`config.mk`:
```
export PLATFORM = sky130hd
export DESIGN_NAME = avalon_mm_to_ahb_lite
export DESIGN_NICKNAME = d
export VERILOG_FILES = /design/src/rtl/avalon_mm_to_ahb_lite.sv
export SDC_FILE = /design/constraint.sdc
export NUM_CORES = 1
export LEC_CHECK = 0
export CAP_MARGIN = 5
export CELL_PAD_IN_SITES_DETAIL_PLACEMENT = 2
export CELL_PAD_IN_SITES_GLOBAL_PLACEMENT = 2
export CORE_MARGIN = 2
export CORE_UTILIZATION = 20
export DETAILED_ROUTE_END_ITERATION = 6
export PLACE_DENSITY = 0.86
export SYNTH_ARGS = -nofsm -noshare
export SYNTH_HDL_FRONTEND = slang
export SYNTH_SLANG_ARGS = --single-unit
```
`constraint.sdc`:
```
create_clock -name clk -period 2 [get_ports clk]
set_clock_uncertainty 0.15 [all_clocks]
set_input_delay 0.4 -clock clk [delete_from_list [all_inputs] [get_ports clk]]
set_output_delay 0.4 -clock clk [all_outputs]
set_load 0.02 [all_outputs]
```
`src/rtl/avalon_mm_to_ahb_lite.sv`:
```
// Avalon-MM slave to AHB-Lite master bridge for single transfers, one at a time.
// The Avalon command is captured in IDLE and replayed as an AHB address phase and data phase.
module avalon_mm_to_ahb_lite #(
    parameter int ADDR_WIDTH = 32,
    parameter int DATA_WIDTH = 32
) (
    input  logic                  clk,
    input  logic                  reset,
    input  logic [ADDR_WIDTH-1:0] avl_address,
    input  logic                  avl_read,
    input  logic                  avl_write,
    input  logic [DATA_WIDTH-1:0] avl_writedata,
    output logic                  avl_waitrequest_n,
    output logic [DATA_WIDTH-1:0] avl_readdata,
    output logic                  avl_readdatavalid,
    output logic                  avl_writeresponsevalid,
    output logic [1:0]            avl_response,
    output logic [ADDR_WIDTH-1:0] ahb_haddr,
    output logic                  ahb_hwrite,
    output logic [2:0]            ahb_hsize,
    output logic [2:0]            ahb_hburst,
    output logic                  ahb_hmastlock,
    output logic [3:0]            ahb_hprot,
    output logic [1:0]            ahb_htrans,
    output logic [DATA_WIDTH-1:0] ahb_hwdata,
    input  logic [DATA_WIDTH-1:0] ahb_hrdata,
    input  logic                  ahb_hready,
    input  logic                  ahb_hresp
);

    if (DATA_WIDTH != 32 && DATA_WIDTH != 64) begin : g_width_check
        $error("avalon_mm_to_ahb_lite: DATA_WIDTH must be 32 or 64");
    end

    typedef enum logic [1:0] {IDLE, ADDR, DATA, RESP} state_t;

    state_t                  state;
    state_t                  next_state;
    logic [ADDR_WIDTH-1:0]   addr_q;
    logic [DATA_WIDTH-1:0]   wdata_q;
    logic [DATA_WIDTH-1:0]   rdata_q;
    logic                    write_q;
    logic [1:0]              resp_q;
    logic                    cmd;

    assign cmd = avl_read | avl_write;

    always_ff @(posedge clk) begin
        if (reset) state <= IDLE;
        else       state <= next_state;
    end

    always_comb begin
        next_state = state;
        case (state)
            IDLE: if (cmd)        next_state = ADDR;
            ADDR: if (ahb_hready) next_state = DATA;
            DATA: if (ahb_hready) next_state = RESP;
            RESP:                 next_state = IDLE;
            default:              next_state = IDLE;
        endcase
    end

    // Captured command and registered completion; these hold between transfers.
    always_ff @(posedge clk) begin
        if (reset) begin
            addr_q  <= '0;
            wdata_q <= '0;
            write_q <= 1'b0;
            rdata_q <= '0;
            resp_q  <= 2'b00;
        end else begin
            if (state == IDLE && cmd) begin
                addr_q  <= avl_address;
                wdata_q <= avl_writedata;
                write_q <= avl_write;
            end
            if (state == DATA && ahb_hready) begin
                rdata_q <= ahb_hrdata;
                resp_q  <= ahb_hresp ? 2'b10 : 2'b00;
            end
        end
    end

    always_comb begin
        avl_waitrequest_n      = 1'b0;
        ahb_htrans             = 2'b00;
        avl_readdatavalid      = 1'b0;
        avl_writeresponsevalid = 1'b0;
        avl_response           = 2'b00;
        case (state)
            IDLE: avl_waitrequest_n = 1'b1;
            ADDR: ahb_htrans = 2'b10;
            RESP: begin
                avl_readdatavalid      = ~write_q;
                avl_writeresponsevalid = write_q;
                avl_response           = resp_q;
            end
            default: ;
        endcase
    end

    assign avl_readdata  = rdata_q;
    assign ahb_haddr     = addr_q;
    assign ahb_hwrite    = write_q;
    assign ahb_hwdata    = wdata_q;
    assign ahb_hsize     = (DATA_WIDTH == 64) ? 3'b011 : 3'b010;
    assign ahb_hburst    = 3'b000;
    assign ahb_hmastlock = 1'b0;
    assign ahb_hprot     = 4'b0011;

endmodule
```
==> results <==
## registers in the layout, summed over array words and instances, names as in the netlist
signal	cells
avl_readdata	32
ahb_hwrite	1
ahb_hwdata	32
resp_q	1
state	2
ahb_haddr	32
## path summary, 6_finish.rpt
kind / end / from
max reg2reg: state[1] / state[0]
max: ahb_hwrite / ahb_hwrite
min reg2reg: ahb_hwdata[19] / ahb_hwdata[19]
min: ahb_hwdata[19] / ahb_hwdata[19]
## metal layers
metal | routed length [µm] | share of wire, % | GRT usage, % | vias up
met3 | 799 | 5.8 | 3.60 | 15
met5 | 0 | 0 | 0 | -
met2 | 7030 | 51 | 23.9 | 110
li1 | - | - | - | 1821
met1 | 5710 | 41 | 15.7 | 1803
met4 | 252 | 1.8 | 5.00 | 0
## per-stage QoR
stage | cells | utilization (%) | worst slack, ps | area, µm²
finish | 892 | 33.4 | 42.6 | 6240
global route | 892 | 33.4 | 9.64 | 6240
CTS | 892 | 33.4 | 3.53 | 6250
detailed placement | 877 | 32.1 | 18.5 | 6000
global placement | 877 | 32.1 | 126 | 6000
floorplan | 474 | - | 429 | 3850
## synthesized netlist by cell type
cell type,n,area share [%]
sky130_fd_sc_hd__o21a_1,2,0.39
sky130_fd_sc_hd__buf_1,3,0.30
sky130_fd_sc_hd__mux2i_1,1,0.26
sky130_fd_sc_hd__buf_8,6,2.4
sky130_fd_sc_hd__and2_1,3,0.49
sky130_fd_sc_hd__a21oi_2,22,5.1
sky130_fd_sc_hd__buf_6,1,0.30
sky130_fd_sc_hd__ha_1,4,1.3
sky130_fd_sc_hd__buf_2,6,0.79
sky130_fd_sc_hd__nor2b_1,1,0.16
sky130_fd_sc_hd__buf_4,20,3.9
sky130_fd_sc_hd__a21oi_1,77,10
sky130_fd_sc_hd__clkbuf_1,9,0.89
sky130_fd_sc_hd__conb_1,2,0.20
sky130_fd_sc_hd__o21ai_2,1,0.23
sky130_fd_sc_hd__nor2_1,2,0.20
sky130_fd_sc_hd__o21bai_1,1,0.20
sky130_fd_sc_hd__inv_1,2,0.20
sky130_fd_sc_hd__nand2_1,197,19
sky130_fd_sc_hd__nand2b_1,2,0.33
sky130_fd_sc_hd__a21boi_0,1,0.20
sky130_fd_sc_hd__dfxtp_1,100,53
## cells by family after synthesis
family                   share of synthesized area (%)
buffers and inverters                             8.78
AO/OA/AOI/OAI                                     16.2
other                                            0.197
adder cells (fa/ha/maj)                           1.32
AND/OR/NAND/NOR                                   20.6
flip-flops                                        52.6
multiplexers                                     0.263
## layout by cell type, fill, tap and decap left out, types with 2 or more instances in the layout
master / instances
sky130_fd_sc_hd__buf_12: 5
sky130_fd_sc_hd__dlygate4sd2_1: 2
sky130_fd_sc_hd__and2_1: 3
sky130_fd_sc_hd__ha_1: 4
sky130_fd_sc_hd__clkbuf_16: 9
sky130_fd_sc_hd__clkinv_2: 2
sky130_fd_sc_hd__nand2_1: 197
sky130_fd_sc_hd__a21oi_2: 22
sky130_fd_sc_hd__dfxtp_1: 100
sky130_fd_sc_hd__clkinv_4: 2
sky130_fd_sc_hd__inv_1: 2
sky130_fd_sc_hd__nand2b_1: 2
sky130_fd_sc_hd__buf_4: 7
sky130_fd_sc_hd__clkdlybuf4s50_1: 197
sky130_fd_sc_hd__conb_1: 13
sky130_fd_sc_hd__clkbuf_1: 2
sky130_fd_sc_hd__clkbuf_2: 3
sky130_fd_sc_hd__a21oi_1: 77
sky130_fd_sc_hd__nor2_1: 2
## report_power, final
| part | switching (mW) | internal [mW] | total, mW | leakage, nW |
|---|---|---|---|---|
| sequential | 0.191 | 2.36 | 2.55 | 0.819 |
| combinational | 1.74 | 1.31 | 3.06 | 1.32 |
| clock | 0.792 | 0.840 | 1.63 | 0.129 |
## final cells by class
class                   instances  area, µm²
clock buffers                  11        233
inverters                       2       7.51
multi-input cells             327       1520
well taps                     234        293
clock inverters                 4       27.5
fillers                      2134      12500
repair buffers                214       2160
flip-flops and latches        100       2000
==> results.py <==
metrics = {
    "setup_path": {
        "cp_num_buf_inv": 1,
        "cpLargestDelayFamily": "buffers and inverters",
        "cell_chain_of_the_critical_path": "clkdlybuf4s50_1",
        "path_max_fanout": 4,
        "worst-r2r-cell-count": 5,
        "rrSetupSlack_ps": 290,
        "critical_path_class": "register to primary output",
        "required_time_of_the_critical_path_ps": 1450,
        "worstSetupPathDepth": 1,
        "worst_stage_delay_on_the_critical_path_ps": 650,
        "worst_path_max_delay_cell": "sky130_fd_sc_hd__clkdlybuf4s50_1",
        "critical_path.endpoint_type": "primary output",
        "startpoint_type": "register",
        "critical_path_arrival_ps": 1410,
    },
    "worst_hold_path": {
        "min_path_type": "register to register",
        "hold-path-cell-count": 2,
    },
    "synth": {
        "synth-seq-area-share_pct": 52.6,
        "yosys.cell_types.count": 22,
        "synthesis.yosys.warnings": 0,
        "ys_seq_elements": 100,
        "post_synth_instance_area_um2": 3800,
        "avgSynthCellArea_um2": 8.22,
        "postSynthCellCount": 463,
    },
    "cts": {
        "cts_hold_buf": 0,
        "clkLatencyLatePin_ps": 340,
        "cts_htree_levels": 3,
        "cts-buffers-inserted": 9,
        "cts_setup_buffers": 0,
        "postCtsResizedCells": 6,
        "cts_num_sinks": 100,
        "cts_tree": "done",
        "clock_path_buffers": 2,
        "register_clock_pin_slew_on_the_reported_worst_setup_and_hold_paths_ps": 60,
        "clockRootBuffer": "sky130_fd_sc_hd__clkbuf_16",
    },
    "routing": {
        "final_antenna_net_count": 0,
        "drt_drc_violations_left": 0,
        "drt-initial-drc-count": 104,
        "vias_per_cell": 4.20,
        "wl_um": 13800,
        "firstDrtPassIters": 4,
        "vias": 3749,
        "wl_per_cell_um": 15.5,
    },
    "power_and_ir_drop": {
        "power_per_cell_area_nw_per_um2": 1160,
        "fin_total_pwr_mw": 7.24,
        "peakVddDrop_mv": 0.390,
        "leakage_nw": 2.26,
    },
    "timing": {
        "final.hold.worst_slack_ps": 305,
        "fmax_mhz": 511,
        "setup_violators_final": 0,
        "part_of_the_cycle_the_worst_path_needs_pct": 97.9,
        "rsz0062_at_grt": "false",
        "min_period_ps": 1960,
        "final-hold-violation-count": 0,
        "setup_tns_ps": 0,
        "final_max_slew_viol_count": 0,
    },
    "die": {
        "initial_core_util_pct": 20.3,
        "core_area_um2": 18700,
        "die_w_um": 142,
        "die-height_um": 142,
        "io_pins": 217,
        "row_count": 50,
        "fp.dieArea_um2": 20100,
    },
    "global_routing": {
        "grt.total_usage_pct": 13.5,
        "grt_remaining_overflow": 0,
        "grt_start_max_net_pins": 61,
        "grt_first_pass_wirelength_um": 21300,
        "number_of_antenna_violations_at_the_first_check_in_global_routing": 0,
        "first_global_vias": 3934,
    },
    "cells_and_area": {
        "layout-drive-gt1-share_pct": 7.90,
        "insertedDiodeCount": 0,
        "synthToLayoutAreaGrowth_pct": 64.0,
        "nets": 760,
    },
    "outcome": {
        "outcome": "finished clean",
    },
    "place": {
        "place_hpwl_um": 10200,
        "port_buffers": 203,
        "gp_congestion": 0.720,
    },
    "job": {
        "cap_viol_max_count": 0,
    },
}
(Power assumes the default switching activity.)
